--- config.mk ---
export PLATFORM = sky130hd
export DESIGN_NAME = ks64_seq_flat
export DESIGN_NICKNAME = d
export VERILOG_FILES = /design/src/rtl/ks64_seq_if.sv /design/src/rtl/ks64_seq.sv /design/src/flat_wrapper.sv
export SDC_FILE = /design/constraint.sdc
export NUM_CORES = 2
export LEC_CHECK = 0
export CAP_MARGIN = 20
export CORE_MARGIN = 2
export CORE_UTILIZATION = 25
export DETAILED_ROUTE_END_ITERATION = 8
export GPL_ROUTABILITY_DRIVEN = 0
export GPL_TIMING_DRIVEN = 0
export PLACE_DENSITY = 0.4
export SYNTH_ARGS = -nofsm -noshare
export SYNTH_HDL_FRONTEND = slang
export SYNTH_SLANG_ARGS = --single-unit
--- constraint.sdc ---
create_clock -name clk -period 4.79 [get_ports clk]
set_clock_uncertainty 0.2 [all_clocks]
set_input_delay 0.958 -clock clk [delete_from_list [all_inputs] [get_ports clk]]
set_output_delay 0.958 -clock clk [all_outputs]
set_load 0.01 [all_outputs]
--- src/rtl/ks64_seq_if.sv ---
// ks64_seq_if
// Handshake bundle between a 64x64 GF(2) multiplier and its client.
//   in_valid / in_ready / a / b     : operand transfer (client -> multiplier)
//   out_valid / out_ready / d       : product transfer (multiplier -> client)
//   busy                            : multiplier is not idle
// Modports: master = client side, slave = multiplier side.
interface ks64_seq_if;
    logic         in_valid;
    logic         in_ready;
    logic [63:0]  a;
    logic [63:0]  b;
    logic         out_valid;
    logic         out_ready;
    logic [126:0] d;
    logic         busy;

    modport master (
        output in_valid, a, b, out_ready,
        input  in_ready, out_valid, d, busy
    );

    modport slave (
        input  in_valid, a, b, out_ready,
        output in_ready, out_valid, d, busy
    );
endinterface

--- src/rtl/ks64_seq.sv ---
// ks64_seq
// Sequential 64x64 carry-less (GF(2)[x]) multiplier. One ks32 Karatsuba core
// is time-shared over three cycles (low halves, high halves, half sums) and
// the three partial products are recombined with XOR into a 127-bit product.
//
// Ports:
//   clk    : rising-edge clock
//   rst_n  : asynchronous active-low reset
//   bus    : ks64_seq_if.slave (in_valid/in_ready/a/b, out_valid/out_ready/d, busy)
//
// Build option: KS64_SEQ_PIPE_EN registers the ks32 output and adds a FLUSH
// state, making latency 4 instead of 3 cycles.
//
// state | meaning
// ------+----------------------------------------------------------
// IDLE  | waiting for operands, in_ready high
// LO    | core fed with low halves (m2)
// HI    | core fed with high halves (m1)
// MID   | core fed with half sums (m3)
// FLUSH | pipelined build only: m3 in flight through the core register
// DONE  | product held in d, out_valid high until accepted

// ks32: combinational 32x32 carry-less multiply, one Karatsuba level over
// 16x16 schoolbook partial products.
module ks32 (
    input  logic [31:0] x,
    input  logic [31:0] y,
    output logic [62:0] p
);
    function automatic logic [30:0] clmul16(input logic [15:0] u, input logic [15:0] v);
        logic [30:0] r;
        r = '0;
        for (int i = 0; i < 16; i++) begin
            if (v[i]) r = r ^ ({15'b0, u} << i);
        end
        return r;
    endfunction

    logic [30:0] p_lo;
    logic [30:0] p_hi;
    logic [30:0] p_mid;
    logic [30:0] p_cross;

    always_comb begin
        p_lo    = clmul16(x[15:0], y[15:0]);
        p_hi    = clmul16(x[31:16], y[31:16]);
        p_mid   = clmul16(x[31:16] ^ x[15:0], y[31:16] ^ y[15:0]);
        p_cross = p_mid ^ p_lo ^ p_hi;
        p       = {p_hi, 32'b0} ^ {16'b0, p_cross, 16'b0} ^ {32'b0, p_lo};
    end
endmodule

module ks64_seq (
    input  logic        clk,
    input  logic        rst_n,
    ks64_seq_if.slave   bus
);
`ifdef KS64_SEQ_PIPE_EN
    typedef enum logic [2:0] {IDLE, LO, HI, MID, FLUSH, DONE} state_t;
`else
    typedef enum logic [2:0] {IDLE, LO, HI, MID, DONE} state_t;
`endif

    state_t        state;
    logic [63:0]   ar;
    logic [63:0]   br;
    logic [62:0]   m1;
    logic [62:0]   m2;
    logic [126:0]  d_q;
    logic [31:0]   core_x;
    logic [31:0]   core_y;
    logic [62:0]   core_p;

    // Karatsuba recombination: hi<<64 ^ (hi^lo^mid)<<32 ^ lo.
    function automatic logic [126:0] recomb(input logic [62:0] hi,
                                            input logic [62:0] lo,
                                            input logic [62:0] mid);
        logic [62:0] t;
        t = hi ^ lo ^ mid;
        return {hi, 64'b0} ^ {32'b0, t, 32'b0} ^ {64'b0, lo};
    endfunction

    always_comb begin
        core_x = '0;
        core_y = '0;
        case (state)
            LO: begin
                core_x = ar[31:0];
                core_y = br[31:0];
            end
            HI: begin
                core_x = ar[63:32];
                core_y = br[63:32];
            end
            MID: begin
                core_x = ar[63:32] ^ ar[31:0];
                core_y = br[63:32] ^ br[31:0];
            end
            default: begin
                core_x = '0;
                core_y = '0;
            end
        endcase
    end

    ks32 u_core (
        .x (core_x),
        .y (core_y),
        .p (core_p)
    );

`ifdef KS64_SEQ_PIPE_EN
    // Each core product appears here one cycle after its operands were issued.
    logic [62:0] core_q;

    always_ff @(posedge clk or negedge rst_n) begin
        if (!rst_n) core_q <= '0;
        else        core_q <= core_p;
    end
`endif

    always_ff @(posedge clk or negedge rst_n) begin
        if (!rst_n) begin
            state <= IDLE;
            ar    <= '0;
            br    <= '0;
            m1    <= '0;
            m2    <= '0;
            d_q   <= '0;
        end else begin
            case (state)
                IDLE: begin
                    if (bus.in_valid) begin
                        ar    <= bus.a;
                        br    <= bus.b;
                        state <= LO;
                    end
                end
`ifdef KS64_SEQ_PIPE_EN
                LO: state <= HI;
                HI: begin
                    m2    <= core_q;
                    state <= MID;
                end
                MID: begin
                    m1    <= core_q;
                    state <= FLUSH;
                end
                FLUSH: begin
                    d_q   <= recomb(m1, m2, core_q);
                    state <= DONE;
                end
`else
                LO: begin
                    m2    <= core_p;
                    state <= HI;
                end
                HI: begin
                    m1    <= core_p;
                    state <= MID;
                end
                MID: begin
                    d_q   <= recomb(m1, m2, core_p);
                    state <= DONE;
                end
`endif
                DONE: begin
                    if (bus.out_ready) state <= IDLE;
                end
                default: state <= IDLE;
            endcase
        end
    end

    assign bus.in_ready  = (state == IDLE);
    assign bus.out_valid = (state == DONE);
    assign bus.busy      = (state != IDLE);
    assign bus.d         = d_q;
endmodule

--- src/flat_wrapper.sv ---
// flat-port wrapper written by rule: the top's interface ports become plain ports
module ks64_seq_flat 
  (clk, rst_n, bus_in_valid, bus_a, bus_b, bus_out_ready, bus_in_ready, bus_out_valid, bus_d, bus_busy);
  ks64_seq_if bus_i ();
  input  logic clk;
  input  logic rst_n;
  input wire logic [$bits(bus_i.in_valid)-1:0] bus_in_valid;
  input wire logic [$bits(bus_i.a)-1:0] bus_a;
  input wire logic [$bits(bus_i.b)-1:0] bus_b;
  input wire logic [$bits(bus_i.out_ready)-1:0] bus_out_ready;
  output wire logic [$bits(bus_i.in_ready)-1:0] bus_in_ready;
  output wire logic [$bits(bus_i.out_valid)-1:0] bus_out_valid;
  output wire logic [$bits(bus_i.d)-1:0] bus_d;
  output wire logic [$bits(bus_i.busy)-1:0] bus_busy;
  assign bus_i.in_valid = bus_in_valid;
  assign bus_i.a = bus_a;
  assign bus_i.b = bus_b;
  assign bus_i.out_ready = bus_out_ready;
  assign bus_in_ready = bus_i.in_ready;
  assign bus_out_valid = bus_i.out_valid;
  assign bus_d = bus_i.d;
  assign bus_busy = bus_i.busy;
  ks64_seq u_core (.clk(clk), .rst_n(rst_n), .bus(bus_i));
endmodule
# Word level (Yosys, flattened, before mapping)
# Cells that the tools add are included.
# W data, S select, Z words.
[word_totals] regBits=384 latchBits=0 ram_bits=0 mem_bits_ro=0 out_inout_bits=130 n_memories=0
[classes] add_sub_neg=0 mul=0 n_div=0 n_lt_le_gt_ge=0 eq_ne=6 shift=0 n_mux=53 bitwise=57 n_reduce_logical=4
[ops] operator="$mux W31" count=45
[ops] operator="$pmux W32 S3" count=2
[ops] operator="$xor A31 B31 Y31" count=5
[ops] operator="$xor A127 B63 Y127" count=1
[ops] operator="$xor A127 B95 Y127" count=1
[ops] operator="$xor A63 B63 Y63" count=2
[ops] operator="$xor A31 B18 Y31" count=3
[ops] operator="$xor A31 B19 Y31" count=3
[ops] operator="$xor A31 B20 Y31" count=3
[ops] operator="$xor A31 B21 Y31" count=3
[ops] operator="$xor A31 B22 Y31" count=3
[ops] operator="$xor A31 B23 Y31" count=3
[ops] operator="$xor A31 B24 Y31" count=3
[ops] operator="$xor A31 B25 Y31" count=3
[ops] operator="$xor A31 B26 Y31" count=3
[ops] operator="$xor A31 B27 Y31" count=3
[ops] operator="$xor A31 B28 Y31" count=3
[ops] operator="$xor A31 B29 Y31" count=3
[ops] operator="$xor A31 B30 Y31" count=3
[ops] operator="$xor A32 B32 Y32" count=2
[ops] operator="$xor A63 B31 Y63" count=1
[ops] operator="$xor A63 B47 Y63" count=1
[ops] operator="$mux W16" count=3
[ops] operator="$xor A16 B17 Y17" count=2
[ops] operator="11 further kinds" count=16

# Depth between registers and ports, before layout
[logic_depth] depth_word=41 mapped_depth=17 depth_no_buf=10

# Cells and area by module
# A second synthesis with hierarchy kept.
[hier_totals] cells_unflattened=3041 hier_area_um2=29062.9
[modules_own_cells] mod="ks64_seq" n_inst=1 cells_per_inst=1328 area_each_um2=16938.7
[modules_own_cells] mod="ks32" n_inst=1 cells_per_inst=1713 area_each_um2=12124.1

# Worst setup path after synthesis
# Ideal clock, no wire load.
[synth_timing] path_kind="register to register" start="register u_core.state[0]" end="register u_core.d_q[63], in the netlist u_core.bus.d[63]" arrival_time_ns=3.429 t_required_ns=4.465 setup_slack_ns=1.036 stages_incl_launch_ff=14 path_buffers=3 period_less_slack_ns=3.754 path_cell_list="dfrtp_1 -> buf_6 -> buf_6 -> buf_6 -> nand2_2 -> xor2_4 -> nor3b_1 -> o211ai_1 -> xnor2_1 -> xnor3_1 -> xnor3_2 -> xnor2_2 -> xnor3_1 -> mux2_2"
[synth_between] elab_chain_cells=41 elab_cells_between_ends=107 classes_between="eq/ne: 3; mux: 50; bitwise: 54"
[synth_rtl] item="start, declared" line_no="ks64_seq.sv:64" text="state_t state;"
[synth_rtl] item="start signal, assigned" line_no="ks64_seq.sv:124" text="state <= IDLE;"
[synth_rtl] item="start signal, assigned" line_no="ks64_seq.sv:136" text="state <= LO;"
[synth_rtl] item="start signal, assigned" line_no="ks64_seq.sv:156" text="state <= HI;"
[synth_rtl] item="$eq A3 B2 Y1 (tied with other cells)" line_no="ks64_seq.sv:86, ks64_seq.sv:131"
[synth_rtl] item="$pmux W32 S3" line_no="ks64_seq.sv:86" text="case (state)"
[synth_rtl] item="$xor A16 B16 Y16" line_no="ks64_seq.sv:47" text="p_mid = clmul16(x[31:16] ^ x[15:0], y[31:16] ^ y[15:0]);"
[synth_rtl] item="$mux W16" line_no="ks64_seq.sv:34" text="if (v[i]) r = r ^ ({15'b0, u} << i);"
[synth_rtl] item="$xor A16 B17 Y17" line_no="ks64_seq.sv:34"
[synth_rtl] item="$mux W31" line_no="ks64_seq.sv:34"
[synth_rtl] item="$xor A31 B18 Y31" line_no="ks64_seq.sv:34"
[synth_rtl] item="$mux W31" line_no="ks64_seq.sv:34"
[synth_rtl] item="[... 24 more ...]"
[synth_rtl] item="$xor A31 B31 Y31" line_no="ks64_seq.sv:34"
[synth_rtl] item="$mux W31" line_no="ks64_seq.sv:34"
[synth_rtl] item="$xor A31 B31 Y31 (2 in series)" line_no="ks64_seq.sv:48" text="p_cross = p_mid ^ p_lo ^ p_hi;"
[synth_rtl] item="$xor A63 B47 Y63" line_no="ks64_seq.sv:49" text="p = {p_hi, 32'b0} ^ {16'b0, p_cross, 16'b0} ^ {32'b0, p_lo};"
[synth_rtl] item="$xor A63 B31 Y63" line_no="ks64_seq.sv:49"
[synth_rtl] item="$xor A63 B63 Y63" line_no="ks64_seq.sv:79" text="t = hi ^ lo ^ mid;"
[synth_rtl] item="$xor A127 B95 Y127" line_no="ks64_seq.sv:80" text="return {hi, 64'b0} ^ {32'b0, t, 32'b0} ^ {64'b0, lo};"
[synth_rtl] item="$xor A127 B63 Y127" line_no="ks64_seq.sv:80"
[synth_rtl] item="end signal, assigned" line_no="ks64_seq.sv:163" text="d_q <= recomb(m1, m2, core_p);"
[synth_rtl] item="end, declared" line_no="ks64_seq.sv:69" text="logic [126:0] d_q;"
# Parallel ways exist; a longest one is shown, timed or not.
# A chain may end at the register's enable or synchronous reset.

# Worst setup path after layout
[layout_timing] start="register u_core.state[1]" end="register u_core.d_q[69], in the netlist u_core.bus.d[69]"
[layout_between] elab_chain_cells=38 elab_cells_between_ends=101 classes_between="eq/ne: 3; mux: 47; bitwise: 51"
[layout_rtl] item="$eq A3 B2 Y1 (tied with other cells)" line_no="ks64_seq.sv:86, ks64_seq.sv:131"
[layout_rtl] item="$pmux W32 S3" line_no="ks64_seq.sv:86"
[layout_rtl] item="$mux W16 or $mux W31 (tied branches)" line_no="ks64_seq.sv:34"
[layout_rtl] item="$xor A16 B17 Y17 or $xor A31 B18 Y31 (tied branches)" line_no="ks64_seq.sv:34"
[layout_rtl] item="$mux W31" line_no="ks64_seq.sv:34"
[layout_rtl] item="$xor A31 B18 Y31 or $xor A31 B19 Y31 (tied branches)" line_no="ks64_seq.sv:34"
[layout_rtl] item="$mux W31" line_no="ks64_seq.sv:34"
[layout_rtl] item="$xor A31 B19 Y31 or $xor A31 B20 Y31 (tied branches)" line_no="ks64_seq.sv:34"
[layout_rtl] item="[... 22 more ...]"
[layout_rtl] item="$mux W31" line_no="ks64_seq.sv:34"
[layout_rtl] item="$xor A31 B31 Y31, on equally long branches" line_no="ks64_seq.sv:34, ks64_seq.sv:48"
[layout_rtl] item="$mux W31 or $xor A31 B31 Y31 (tied branches)" line_no="ks64_seq.sv:34, ks64_seq.sv:48"
[layout_rtl] item="$xor A63 B47 Y63" line_no="ks64_seq.sv:49"
[layout_rtl] item="$xor A63 B31 Y63" line_no="ks64_seq.sv:49"
[layout_rtl] item="$xor A63 B63 Y63" line_no="ks64_seq.sv:79"
[layout_rtl] item="$xor A127 B95 Y127" line_no="ks64_seq.sv:80"
[layout_rtl] item="$xor A127 B63 Y127" line_no="ks64_seq.sv:80"
# Parallel ways exist; a longest one is shown, timed or not.

==> summary.md <==
| Metric | Value |
|---|---|
| Port bufs | between 200 and 300 |
| Vias in the first global route | between 20000 and 25000 |
| Dpl cell area | approximately 35000 um^2 |
| Ys flop type | dfrtp_1 |
| Final net count | between 3000 and 4000 |
| Post-Syn Instances | between 3000 and 4000 |
| Hold Fails Final Rpt | 0 |
| Initial antenna violation count | 5 |
| Post-route minimum period | around 4700 ps |
| Worst r2r src | u_core.state[1] |
| Starting Density | 0.252 |
| Fin util | 0.323 |
| Setup CP Type | reg -> reg |
| Netlist cell types | 38 |
| Synth Net Count | 3234 |
| Yosys top cell area share | 0.322 |
| Total number of vias | 24600 |
| Clk slew on worst S/H paths | 60 ps |
| Asr flop ratio synth | 1.00 |
| Core footprint | about 120000 um^2 |
| Total track usage | 0.214 |
| Io pins | 262 |
| Netlist Area Pre-Place | just under 30000 um^2 |
| Final ANT Viol Nets | 0 |
| Fmax achieved | between 0.2 and 0.25 GHz |
| CP Capture Type | flip-flop |
| Warning count from the yosys run | 0 |
| Worst-path maximum fanout | 10 |
| CTS Buf Count | 47 |
| Min-delay worst type | in -> async |
| Post-CTS Hold Fix Bufs | 0 |
| DRC errors left | 0 |
| Hpwl dp | between 90000 and 100000 um |
| Critical Path RT | between 5000 and 6000 ps |
| Clock Latency Late Sink | around 630 ps |
| Top area cells in the synthesized netlist | dfrtp_1 32%, xnor2_1 16%, xnor3_1 7.9% |
| Final Max Tran Viols | 0 |
| Clk root buf | clkbuf_16 |
| Yosys reg bits | about 380 |
| R2r worst-path depth | 12 |
| # rows | roughly 130 |
| Final Cell Area | 38100 um^2 |
| Fraction of layout cells with a size suffix above 1 | 0.206 |
| Flop-to-flop setup slack | between 50 and 60 ps |
| First-iteration detailed-routing DRC count | between 2000 and 2500 |
| Setup TNS | 0 ps |
| Placed insts | 4908 |
| Worst-Margin Slew | around 1100 ps |
| CP Launch Type | flip-flop |
| First-pass GRT wire length | about 190000 um |
| WL final | roughly 130000 um |
| Sequential area share after synthesis | 0.322 |
| Avg Cell Area, Syn | 9.61 um^2 |
| Maxcap violations | 0 |
| DR vias/cell | ~4.9 |
| Final period utilization | 0.988 |
| Final Setup Violations | 0 |
| TritonRoute pass-1 iters | 5 |
| Post-synth top area cell | dfrtp_1 |
| Die Ht | 349 um |
| CTS Sinks | approximately 380 |
| Worst setup path startpoint | u_core.state[1] |
| CP Data Arrival Time | between 5000 and 6000 ps |
| CTS max path bufs | 3 |
| Final Non-Filler Cells | about 5000 |
| Avg WL per Cell | about 26 um |
| CTS tree | done |
| Overflow after GRT | 0 |
| Die X | about 350 um |
| H-tree Lvls | 2 |
| Die ar. | between 100000 and 150000 um^2 |
| Layout area overhead | 27.9% |
| R2R Path End | u_core.bus.d[69] |
| Slew margin rel. | 0.295 |
| RSZ-0062 raised after global routing | yes |
| Largest net degree at the start of global routing | around 110 |
| EDFF count, synth | 0 |
| Status | finished, final reports clean |
| Layout fillers | roughly 12000 |
[cell type report]
type | count | area, um^2 | area share
well taps | 1536 | 1920 | 0.0504
inverters | 3 | 11.3 | 0.000295
flip-flops and latches | 384 | 9610 | 0.252
plain buffers | 242 | 1320 | 0.0345
multi-input cells | 2469 | 20000 | 0.526
clock buffers | 69 | 1390 | 0.0364
repair buffers | 348 | 3560 | 0.0934
diodes | 2 | 5.00 | 0.000131
clock inverters | 17 | 268 | 0.00702
[per-stage QoR]
step	hold WS, ps	worst slack [ps]
finish	55.5	57.1
global route	63.7	-30.4
CTS	39.5	-22.0
detailed placement	273	-933
global placement	267	-16480
floorplan	269	1040
[metal layers]
layer  up-vias  GRT usage  share of wire
li1      11200          -              -
met1     12400      0.286           0.44
met2       879      0.356           0.47
met3       206     0.0298          0.054
met4         0     0.0657          0.032
met5         -          0              0
[what timing repair did]
item	4_1_cts	5_1_grt
pin swaps	15	12
gates cloned	0	0
setup endpoints to repair	115	46
gates resized for setup	112	100
buffers inserted	41	37
[state kept, by name (all words and copies together) (netlist names)]
register      flops
u_core.m2        63
u_core.bus.d    127
u_core.ar        64
u_core.br        64
u_core.state      3
u_core.m1        63
[cells in the final DEF (no fill, tap or decap), types with 96 or more instances in the layout]
master / n
clkdlybuf4s50_1: 260
nand3_1: 452
xnor3_1: 97
mux2_2: 195
o21ai_0: 172
dfrtp_1: 383
buf_4: 96
xor2_1: 157
o22ai_1: 97
nand2_1: 503
xnor2_1: 501
[worst max-delay path: stages (launching register included)]
cell,delay [ps]
dfrtp_1,340
buf_6,200
buf_6,190
nand2_1,140
xor2_4,650
nor3b_4,630
o22ai_1,210
xnor2_2,270
xnor3_1,440
xnor3_2,480
xnor3_2,480
xnor2_1,250
o21ai_1,80
[kinds of logic after synthesis]
| logic type | synth area share |
|---|---|
| flip-flops | 0.322 |
| XOR/XNOR | 0.322 |
| AO/OA/AOI/OAI | 0.0525 |
| buffers and inverters | 0.0418 |
| AND/OR/NAND/NOR | 0.188 |
| multiplexers | 0.0737 |
[cell usage after synthesis (27+ instances only)]
| cell | instances |
|---|---|
| and2_1 | 31 |
| buf_2 | 78 |
| buf_4 | 27 |
| clkbuf_1 | 122 |
| dfrtp_1 | 384 |
| mux2_2 | 195 |
| nand2_1 | 503 |
| nand2_2 | 28 |
| nand3_1 | 452 |
| o21ai_0 | 172 |
| o22ai_1 | 97 |
| xnor2_1 | 539 |
| xnor3_1 | 104 |
| xor2_1 | 174 |
| xor2_2 | 36 |
[worst max path at each step]
| stage | end | slack, ps | cells past startpoint |
|---|---|---|---|
| final | u_core.bus.d[69] | 60 | 12 |
| after detailed placement | u_core.bus.d[71] | -930 | 15 |
| after global routing | u_core.bus.d[64] | -30 | 15 |
| after global placement | u_core.bus.d[125] | -16480 | 1 |
| after floorplan | u_core.bus.d[63] | 1040 | 13 |
| after CTS | u_core.bus.d[63] | -20 | 14 |
Power is left out: the tool's default activity adds up to more than one toggle a clock period on the data nets, which glitch-free logic cannot reach.
